## src/rtl/cpu_fetch_defs.sv

```systemverilog
// rtl/cpu_fetch_defs.sv - shared fetch constants, FSM encoding and FIFO entry layout
package cpu_fetch_defs;

   localparam logic [31:0] INSTR_NOP = 32'h0000_0013;
   localparam logic [31:0] PC_STEP   = 32'd4;

   typedef enum logic [1:0] {
      FETCH_IDLE = 2'd0,
      FETCH_REQ  = 2'd1,
      FETCH_DROP = 2'd2
   } fetch_state_e;

   typedef struct packed {
      logic [31:0] pc;
      logic [31:0] instr;
   } fetch_entry_t;

endpackage

```

## src/rtl/fetch_fifo.sv

```systemverilog
// rtl/fetch_fifo.sv - DEPTH-entry {pc, instr} FIFO with flush and occupancy count
module fetch_fifo
   import cpu_fetch_defs::*;
#(
   parameter  int DEPTH = 4,
   localparam int PW    = $clog2(DEPTH)
) (
   input  logic         clk,
   input  logic         rstN,
   input  logic         flush,
   input  logic         push,
   input  fetch_entry_t pushData,
   input  logic         pop,
   output fetch_entry_t headData,
   output logic [PW:0]  count
);

   fetch_entry_t   entries [DEPTH];
   logic [PW-1:0]  rdPtr;
   logic [PW-1:0]  wrPtr;

   // Pointers are exactly log2(DEPTH) wide so they wrap without compare logic.
   always_ff @(posedge clk or negedge rstN) begin
      if (!rstN) begin
         rdPtr <= '0;
         wrPtr <= '0;
         count <= '0;
      end else if (flush) begin
         rdPtr <= '0;
         wrPtr <= '0;
         count <= '0;
      end else begin
         if (push) wrPtr <= wrPtr + PW'(1);
         if (pop)  rdPtr <= rdPtr + PW'(1);
         case ({push, pop})
            2'b10:   count <= count + (PW+1)'(1);
            2'b01:   count <= count - (PW+1)'(1);
            default: count <= count;
         endcase
      end
   end

   always_ff @(posedge clk) begin
      if (push) entries[wrPtr] <= pushData;
   end

   assign headData = entries[rdPtr];

endmodule

```

## src/rtl/fetch_prefetch_buffer.sv

```systemverilog
// rtl/fetch_prefetch_buffer.sv - sequential instruction prefetcher feeding IF/ID
module fetch_prefetch_buffer
   import cpu_fetch_defs::*;
#(
   parameter int          DEPTH    = 4,
   parameter logic [31:0] RESET_PC = 32'h0
) (
   input  logic        clk_i,
   input  logic        rst_i,
   input  logic        start_i,
   output logic        mem_req_o,
   output logic [31:0] mem_addr_o,
   input  logic        mem_ack_i,
   input  logic [31:0] mem_rdata_i,
   input  logic        redirect_i,
   input  logic [31:0] redirect_pc_i,
   output logic        instr_valid_o,
   output logic [31:0] instr_o,
   output logic [31:0] pc_o,
   input  logic        instr_ready_i
);

   localparam int          PW   = $clog2(DEPTH);
   localparam logic [PW:0] FULL = (PW+1)'(DEPTH);

   fetch_state_e state, stateNext;
   logic [31:0]  fetchPc;
   logic [31:0]  heldAddr;
   logic [PW:0]  count;
   logic [PW:0]  countAfter;
   fetch_entry_t head;
   logic         ack, push, pop, spaceAfter;

   assign ack           = mem_req_o & mem_ack_i;
   assign instr_valid_o = (count != '0);
   assign pop           = instr_valid_o & instr_ready_i & ~redirect_i;
   assign push          = (state == FETCH_REQ) & ack & ~redirect_i;
   assign countAfter    = count + (PW+1)'(push) - (PW+1)'(pop);
   assign spaceAfter    = countAfter < FULL;

   always_ff @(posedge clk_i or negedge rst_i) begin
      if (!rst_i) begin
         state    <= FETCH_IDLE;
         fetchPc  <= RESET_PC;
         heldAddr <= RESET_PC;
      end else begin
         state <= stateNext;
         if (redirect_i)  fetchPc <= redirect_pc_i;
         else if (push)   fetchPc <= fetchPc + PC_STEP;
         // The abandoned request keeps its address on the bus until memory acks it.
         if (state == FETCH_REQ && !ack && redirect_i) heldAddr <= fetchPc;
      end
   end

   // A redirect flushes the FIFO, so it always frees room for a new request.
   always_comb begin
      stateNext = state;
      case (state)
         FETCH_IDLE: begin
            if (start_i && (redirect_i || count < FULL)) stateNext = FETCH_REQ;
         end
         FETCH_REQ, FETCH_DROP: begin
            if (ack)
               stateNext = (start_i && (redirect_i || spaceAfter)) ? FETCH_REQ : FETCH_IDLE;
            else if (redirect_i)
               stateNext = FETCH_DROP;
         end
         default: stateNext = FETCH_IDLE;
      endcase
   end

   always_comb begin
      mem_req_o  = 1'b0;
      mem_addr_o = fetchPc;
      case (state)
         FETCH_REQ:  mem_req_o = 1'b1;
         FETCH_DROP: begin
            mem_req_o  = 1'b1;
            mem_addr_o = heldAddr;
         end
         default: ;
      endcase
   end

   fetch_fifo #(.DEPTH(DEPTH)) u_fifo (
      .clk      (clk_i),
      .rstN     (rst_i),
      .flush    (redirect_i),
      .push     (push),
      .pushData ('{pc: fetchPc, instr: mem_rdata_i}),
      .pop      (pop),
      .headData (head),
      .count    (count)
   );

   assign instr_o = instr_valid_o ? head.instr : INSTR_NOP;
   assign pc_o    = instr_valid_o ? head.pc    : 32'h0;

endmodule

```

## config.mk

```make
export PLATFORM = sky130hd
export DESIGN_NAME = fetch_prefetch_buffer
export DESIGN_NICKNAME = d
export VERILOG_FILES = /design/src/rtl/cpu_fetch_defs.sv /design/src/rtl/fetch_fifo.sv /design/src/rtl/fetch_prefetch_buffer.sv
export SDC_FILE = /design/constraint.sdc
export NUM_CORES = 1
export LEC_CHECK = 0
export ABC_CLOCK_PERIOD_IN_PS = 3400
export CAP_MARGIN = 40
export CORE_MARGIN = 1.5
export CORE_UTILIZATION = 50
export DETAILED_ROUTE_END_ITERATION = 8
export PLACE_DENSITY = 0.76
export SYNTH_ARGS = -nofsm -noshare
export SYNTH_HDL_FRONTEND = slang
export SYNTH_SLANG_ARGS = --single-unit
```

## constraint.sdc

```tcl
create_clock -name clk_i -period 3.4 [get_ports clk_i]
set_input_delay 0.68 -clock clk_i [delete_from_list [all_inputs] [get_ports clk_i]]
set_output_delay 0.68 -clock clk_i [all_outputs]
set_load 0.05 [all_outputs]
```

# Word-level counts from Yosys, hierarchy flattened
# Memories as Yosys holds them, arrays and structs flattened.
# Index checks and enable logic that the tools add are counted.
[word_totals]
ff_bits = 73
mem_bits_rw = 256
inputBits = 70
output_inout_bits = 98
wordCells = 61
mem_count = 1
[mem_list]
columns = ["memory", "depth", "word_bits", "read_ports", "rd_ports_with_merged_regs", "wr", "line", "text"]
rows = [
  ["u_fifo.entries", 4, 64, 1, 0, 1, "fetch_fifo.sv:18", "fetch_entry_t entries [DEPTH];"],
]
[op_classes]
add_sub_neg = 7
magnitude_cmp = 2
n_eq_ne = 6
muxes = 19
n_bitwise = 6
n_reduce_logical = 14
[op_table]
columns = ["op", "count"]
rows = [
  ["$mux 32", 5],
  ["$add 32x3->32 const B", 1],
  ["$mux 2", 7],
  ["$lt 3x3->1 const B", 2],
  ["$pmux 3 s2", 1],
  ["$reduce_bool 3->1", 2],
  ["$and 1x1->1", 5],
  ["$add 2x1->2 const B", 2],
  ["$eq 2x1->1 const B", 2],
  ["$eq 2x2->1 const B", 2],
  ["$logic_and 1x1->1", 4],
  ["$mux 1", 4],
  ["$pmux 2 s2", 1],
  ["$reduce_bool 2->1", 2],
  ["$add 3x1->3", 1],
  ["$add 3x1->3 const B", 1],
  ["$mux 3", 1],
  ["$ne 3x1->1 const B", 1],
  ["$sub 3x1->3", 1],
  ["$sub 3x1->3 const B", 1],
  ["$logic_not 2->1", 1],
  ["$logic_or 1x1->1", 2],
  ["$ne 2x2->1 const B", 1],
  ["$reduce_and 2->1", 1],
  ["3 further kinds", 3],
]

# Logic depth before layout (Yosys ltp)
[logic_depth]
word_depth = 14
depth_mapped = 11
ltp_nobuf = 9

# Hierarchy
# A second synthesis with hierarchy kept.
[hier_totals]
cells_unflattened = 795
area_unflattened_um2 = 13830.8
[by_module_without_submodules]
columns = ["mod", "instances", "cells_per_inst", "area_each_um2", "seq_area_each_um2"]
rows = [
  ["fetch_fifo", 1, 373, 9646.8, 7862.5],
  ["fetch_prefetch_buffer", 1, 422, 4184.0, 1651.6],
]

# Worst setup path before layout
# No wires, ideal clock.
[synth_path]
path_kind = "input -> register"
start = "input mem_ack_i"
end = "memory u_fifo.entries[0][0] in the netlist's numbering, enable pin"
setup_ps = 429
t_arrival_ps = 2975
t_required_ps = 2971
setup_slack_ps = -4
stages = 4
path_buffers = 2
path_cell_list = "clkbuf_2 and2_0 clkbuf_1 and3_1"
[synth_between]
elab_chain_len = 5
[synth_rtl]
columns = ["item", "line", "text"]
rows = [
  ["start: declaration", "fetch_prefetch_buffer.sv:13", "input logic mem_ack_i,"],
  ["$and 1x1->1", "fetch_prefetch_buffer.sv:34", "assign ack = mem_req_o & mem_ack_i;"],
  ["$and 1x1->1 (2 in series)", "fetch_prefetch_buffer.sv:37", "assign push = (state == FETCH_REQ) & ack & ~redirect_i;"],
  ["$mux 1", "fetch_fifo.sv:44", "if (push) entries[wrPtr] <= pushData;"],
  ["$mux 1 (not written as such)", "fetch_fifo.sv:44", ""],
  ["end: declaration", "fetch_fifo.sv:18", ""],
]
# No other way between the ends.

# Final worst setup path
[layout_path]
start = "register u_fifo.rdPtr[0]"
end = "output instr_o[4]"
[layout_between]
elab_chain_len = 2
[layout_rtl]
columns = ["item", "line", "text"]
rows = [
  ["start: declaration", "fetch_fifo.sv:19", "logic [PW-1:0] rdPtr;"],
  ["start signal: assignment", "fetch_fifo.sv:34", "if (pop) rdPtr <= rdPtr + PW'(1);"],
  ["$mem_v2 4x64", "n/a", ""],
  ["$mux 32", "fetch_prefetch_buffer.sv:96", "assign instr_o = instr_valid_o ? head.instr : INSTR_NOP;"],
  ["end: declaration", "fetch_prefetch_buffer.sv:18", "output logic [31:0] instr_o,"],
]
# No other way between the ends.

==> impl_metrics.xml <==
<?xml version="1.0" encoding="UTF-8"?>
<metrics>
  <group name="setup_path">
    <metric name="cp_data_required_time" unit="ns">2.72</metric>
    <metric name="cp_cell_sequence" unit="">buf_4, mux4_2, or2_2, buf_4</metric>
    <metric name="kind_of_start_point_of_the_critical_path" unit="">flip-flop</metric>
    <metric name="critical-path-slowest-cell" unit="">dfrtp_4</metric>
    <metric name="timing.critical_path.to_type" unit="">primary output</metric>
    <metric name="critical_path_arrival" unit="ns">2.44</metric>
    <metric name="top_family_by_delay_on_critical_path" unit="">flip-flops</metric>
    <metric name="path_class" unit="">flip-flop to primary output</metric>
    <metric name="worstPathBufferInverterCount" unit="">2</metric>
    <metric name="max_stage_delay" unit="ns">0.63</metric>
    <metric name="critical_path_peak_fanout" unit="">16</metric>
    <metric name="cpMostUsedCell" unit="">buf_4</metric>
  </group>
  <group name="layout">
    <metric name="antenna_cells_inserted" unit="">0</metric>
    <metric name="finish.net_count" unit="">1062</metric>
    <metric name="layout-drive-gt1-share" unit="%">31.8</metric>
    <metric name="stdcell_area" unit="mm^2">0.0172</metric>
    <metric name="syn2layout_area_growth" unit="%">25.4</metric>
  </group>
  <group name="synthesis">
    <metric name="synth_nets" unit="">882</metric>
    <metric name="postSynthCellCount" unit="">800</metric>
    <metric name="post-synth-top-count-cell" unit="">edfxtp_1</metric>
    <metric name="flip_flop_and_latch_count_after_synthesis" unit="">329</metric>
    <metric name="synth_xor_area_share" unit="%">1.15</metric>
    <metric name="synth_adder_area_share" unit="%">1.15</metric>
    <metric name="yosysTopAreaCell" unit="">edfxtp_1</metric>
    <metric name="post_synth.cell_area_avg" unit="um^2">17.2</metric>
    <metric name="async_flop_share" unit="%">22.2</metric>
    <metric name="synth_simple_gate_area_share" unit="%">8.09</metric>
    <metric name="synth.cells.most_frequent" unit="">edfxtp_1, dfrtp_1, mux2_2, mux4_2, and2_1</metric>
    <metric name="synth_cell_type_count" unit="">48</metric>
    <metric name="largest_cells_by_area_after_synthesis" unit="">edfxtp_1, dfrtp_1, mux4_2, mux2_2, and2_1</metric>
    <metric name="synthFlopType" unit="">edfxtp_1</metric>
    <metric name="synth.yosys.seq_area_share" unit="%">69.3</metric>
    <metric name="ys_warn_count" unit="">0</metric>
    <metric name="largest_family_of_logic_cells_by_synthesized_area" unit="">multiplexers</metric>
    <metric name="synth-compound-area-share" unit="%">2.56</metric>
    <metric name="synth.mux.area_fraction" unit="%">16.0</metric>
    <metric name="synthesis.area" unit="mm^2">0.0137</metric>
    <metric name="synth_enable_flop_cells" unit="">256</metric>
    <metric name="synth.top_cell.area_share" unit="%">56.0</metric>
  </group>
  <group name="sta">
    <metric name="final_hold_violation_count" unit="">0</metric>
    <metric name="finalSetupViolations" unit="">0</metric>
    <metric name="timing.clock.skew" unit="ns">0.0273</metric>
    <metric name="final_min_period_over_clock_period" unit="%">91.7</metric>
    <metric name="rel_slew_slack" unit="%">45.2</metric>
    <metric name="fin_setup_tns" unit="ns">0</metric>
    <metric name="setup_ws" unit="ns">0.283</metric>
    <metric name="tightest_slew" unit="ns">0.815</metric>
    <metric name="fin_hold_ws" unit="ns">0.194</metric>
    <metric name="finalMaxSlewViolations" unit="">0</metric>
    <metric name="maximum_frequency_from_static_timing_analysis" unit="MHz">321</metric>
    <metric name="rsz0062_at_grt" unit="">no</metric>
    <metric name="min_period" unit="ns">3.12</metric>
  </group>
  <group name="pwr">
    <metric name="sequential_share_of_power" unit="%">33.3</metric>
    <metric name="clock_power_share" unit="%">23.6</metric>
    <metric name="comb_power_share" unit="%">43.1</metric>
    <metric name="power.internal" unit="mW">9.54</metric>
    <metric name="leakage_power" unit="nW">6.03</metric>
    <metric name="p_sw_share" unit="%">37.7</metric>
    <metric name="peakVddDrop" unit="mV">0.559</metric>
    <metric name="report.power.total" unit="mW">15.3</metric>
    <metric name="netSwitchingPower" unit="mW">5.77</metric>
    <metric name="power_per_cell_area" unit="mW/mm^2">889</metric>
  </group>
  <group name="detailed_routing">
    <metric name="post_drt_via_cell_ratio" unit="">5.66</metric>
    <metric name="detail_route.iter0.violations" unit="">598</metric>
    <metric name="vias" unit="">7620</metric>
    <metric name="detail-route-antenna-nets" unit="">0</metric>
    <metric name="post-route-drc-count" unit="">0</metric>
    <metric name="number_of_detailed_route_iterations_in_the_first_pass" unit="">5</metric>
    <metric name="wirelength" unit="um">27400</metric>
    <metric name="average_wire_length_per_cell_after_detail_routing" unit="um">20.3</metric>
  </group>
  <group name="floorplanning">
    <metric name="fp-row-count" unit="">60</metric>
    <metric name="die_area" unit="mm^2">0.0285</metric>
    <metric name="floorplan.die.width" unit="um">169</metric>
    <metric name="core_area" unit="mm^2">0.0270</metric>
    <metric name="design.portCount" unit="">168</metric>
    <metric name="height_of_the_die" unit="um">169</metric>
    <metric name="start_util" unit="%">50.9</metric>
  </group>
  <group name="run">
    <metric name="max-cap-violations" unit="">0</metric>
  </group>
  <group name="placed_design">
    <metric name="dpl_worst_slack" unit="ns">0.294</metric>
    <metric name="gpl.final_weighted_congestion" unit="">0.778</metric>
    <metric name="hpwlAfterDp" unit="um">17600</metric>
    <metric name="post_dp_cell_area" unit="mm^2">0.0161</metric>
    <metric name="io_buffers" unit="">167</metric>
  </group>
  <group name="clock_tree">
    <metric name="cts.sinks" unit="">329</metric>
    <metric name="clock-root-buffer" unit="">clkbuf_16</metric>
    <metric name="holdBufCountCts" unit="">0</metric>
    <metric name="cts-buffers-inserted" unit="">35</metric>
    <metric name="postCtsSetupRepairBufs" unit="">0</metric>
    <metric name="cts_tree" unit="">yes</metric>
    <metric name="worst_skew_pair.late_latency" unit="ns">0.51</metric>
    <metric name="htree_levels" unit="">2</metric>
    <metric name="clk_transition_reported_paths" unit="ns">0.06</metric>
    <metric name="clock_tree.buffer_depth" unit="">3</metric>
  </group>
  <group name="status">
    <metric name="outcome" unit="">finished clean</metric>
  </group>
  <group name="global_route">
    <metric name="grt_antenna_before_repair" unit="">0</metric>
    <metric name="grt_max_degree" unit="">64</metric>
    <metric name="grt_first_pass_wirelength" unit="um">43600</metric>
    <metric name="first_global_vias" unit="">7773</metric>
    <metric name="globalRouteTotalUtil" unit="%">19.9</metric>
    <metric name="grt-ovfl-total" unit="">0</metric>
  </group>
  <group name="min_path">
    <metric name="hold_path.class" unit="">input port to asynchronous set/reset pin</metric>
  </group>
</metrics>
worst reg2reg max path, delay by kind of cell (launching register included):
kind | cells | cell delay, ns
AO/OA/AOI/OAI | 3 | 1.02
flip-flops | 1 | 0.46
buffers and inverters | 1 | 0.05
adder cells (fa/ha/maj) | 2 | 0.42
AND/OR/NAND/NOR | 3 | 0.78
power groups by stage:
stage          Sequential (mW)  Combinational, mW  Clock [mW]
2_1_floorplan             5.02               4.60           0
3_3_place_gp              5.15               6.61           0
3_5_place_dp              5.19               6.67           0
4_1_cts                   5.10               6.69        3.69
5_1_grt                   5.17               6.96        3.85
6_report                  5.10               6.59        3.61
layer usage:
layer	GRT usage, %	vias to the layer above	share of wire [%]
li1	-	3481	-
met1	28.8	3882	45
met2	31.6	228	47
met3	3.67	29	6.0
met4	4.77	0	1.4
met5	0	-	0
repair_timing:
action	CTS	global route
gates resized for setup	0	3
hold endpoints to repair	0	0
setup endpoints to repair	0	62
per-stage QoR:
stage          utilization (%)  std cells
5_1_grt                   63.9       1347
4_1_cts                   63.9       1347
3_3_place_gp              59.8       1284
2_1_floorplan                -        800
6_report                  63.9       1347
3_5_place_dp              59.8       1284
final cells by class:
cell class / count / area, um^2
multi-input cells: 412 / 3990
inverters: 11 / 43.8
flip-flops and latches: 329 / 9520
well taps: 341 / 427
repair buffers: 191 / 2130
clock inverters: 15 / 128
fillers: 1881 / 9730
clock buffers: 48 / 977
placed cells by master, fill, tap and decap left out, types with 8 or more instances in the layout:
cell,n
a31oi_1,16
and2_1,63
buf_12,42
buf_4,80
clkbuf_1,10
clkbuf_16,37
clkdlybuf4s50_1,69
clkinv_2,8
dfrtp_1,71
edfxtp_1,256
ha_1,11
inv_1,9
mux2_2,64
mux4_2,64
nand2_1,28
nand3_1,15
nand4_1,14
nor2_1,23
o21ai_0,27
or3_1,8
xor2_1,11
cells by family after synthesis:
family | after synthesis
AOI/OAI and AO/OA | 59
adders and majority gates | 12
muxes | 131
DFF | 329
buffers and inverters | 59
and+or+nand+nor | 192
xor gates and xnor gates | 18
sequential cells by signal, summed over array words and instances (netlist names):
register / count
u_fifo.entries: 256
fetchPc: 32
state: 2
u_fifo.wrPtr: 2
u_fifo.count: 3
heldAddr: 32
u_fifo.rdPtr: 2
final timing paths:
path	from	cells after the start	slack [ns]	endpoint
worst max-delay path	u_fifo.rdPtr[0]	4	0.28	instr_o[4]
worst min register to register	heldAddr[14]	2	0.48	heldAddr[14]
min in group clk_i	heldAddr[14]	2	0.48	heldAddr[14]
max in group asynchronous	rst_i	2	2.53	heldAddr[31]
worst min-delay path	rst_i	1	0.19	heldAddr[20]
worst max register to register	u_fifo.count[1]	9	0.58	state[0]
Power figures use the tool's default switching activity.
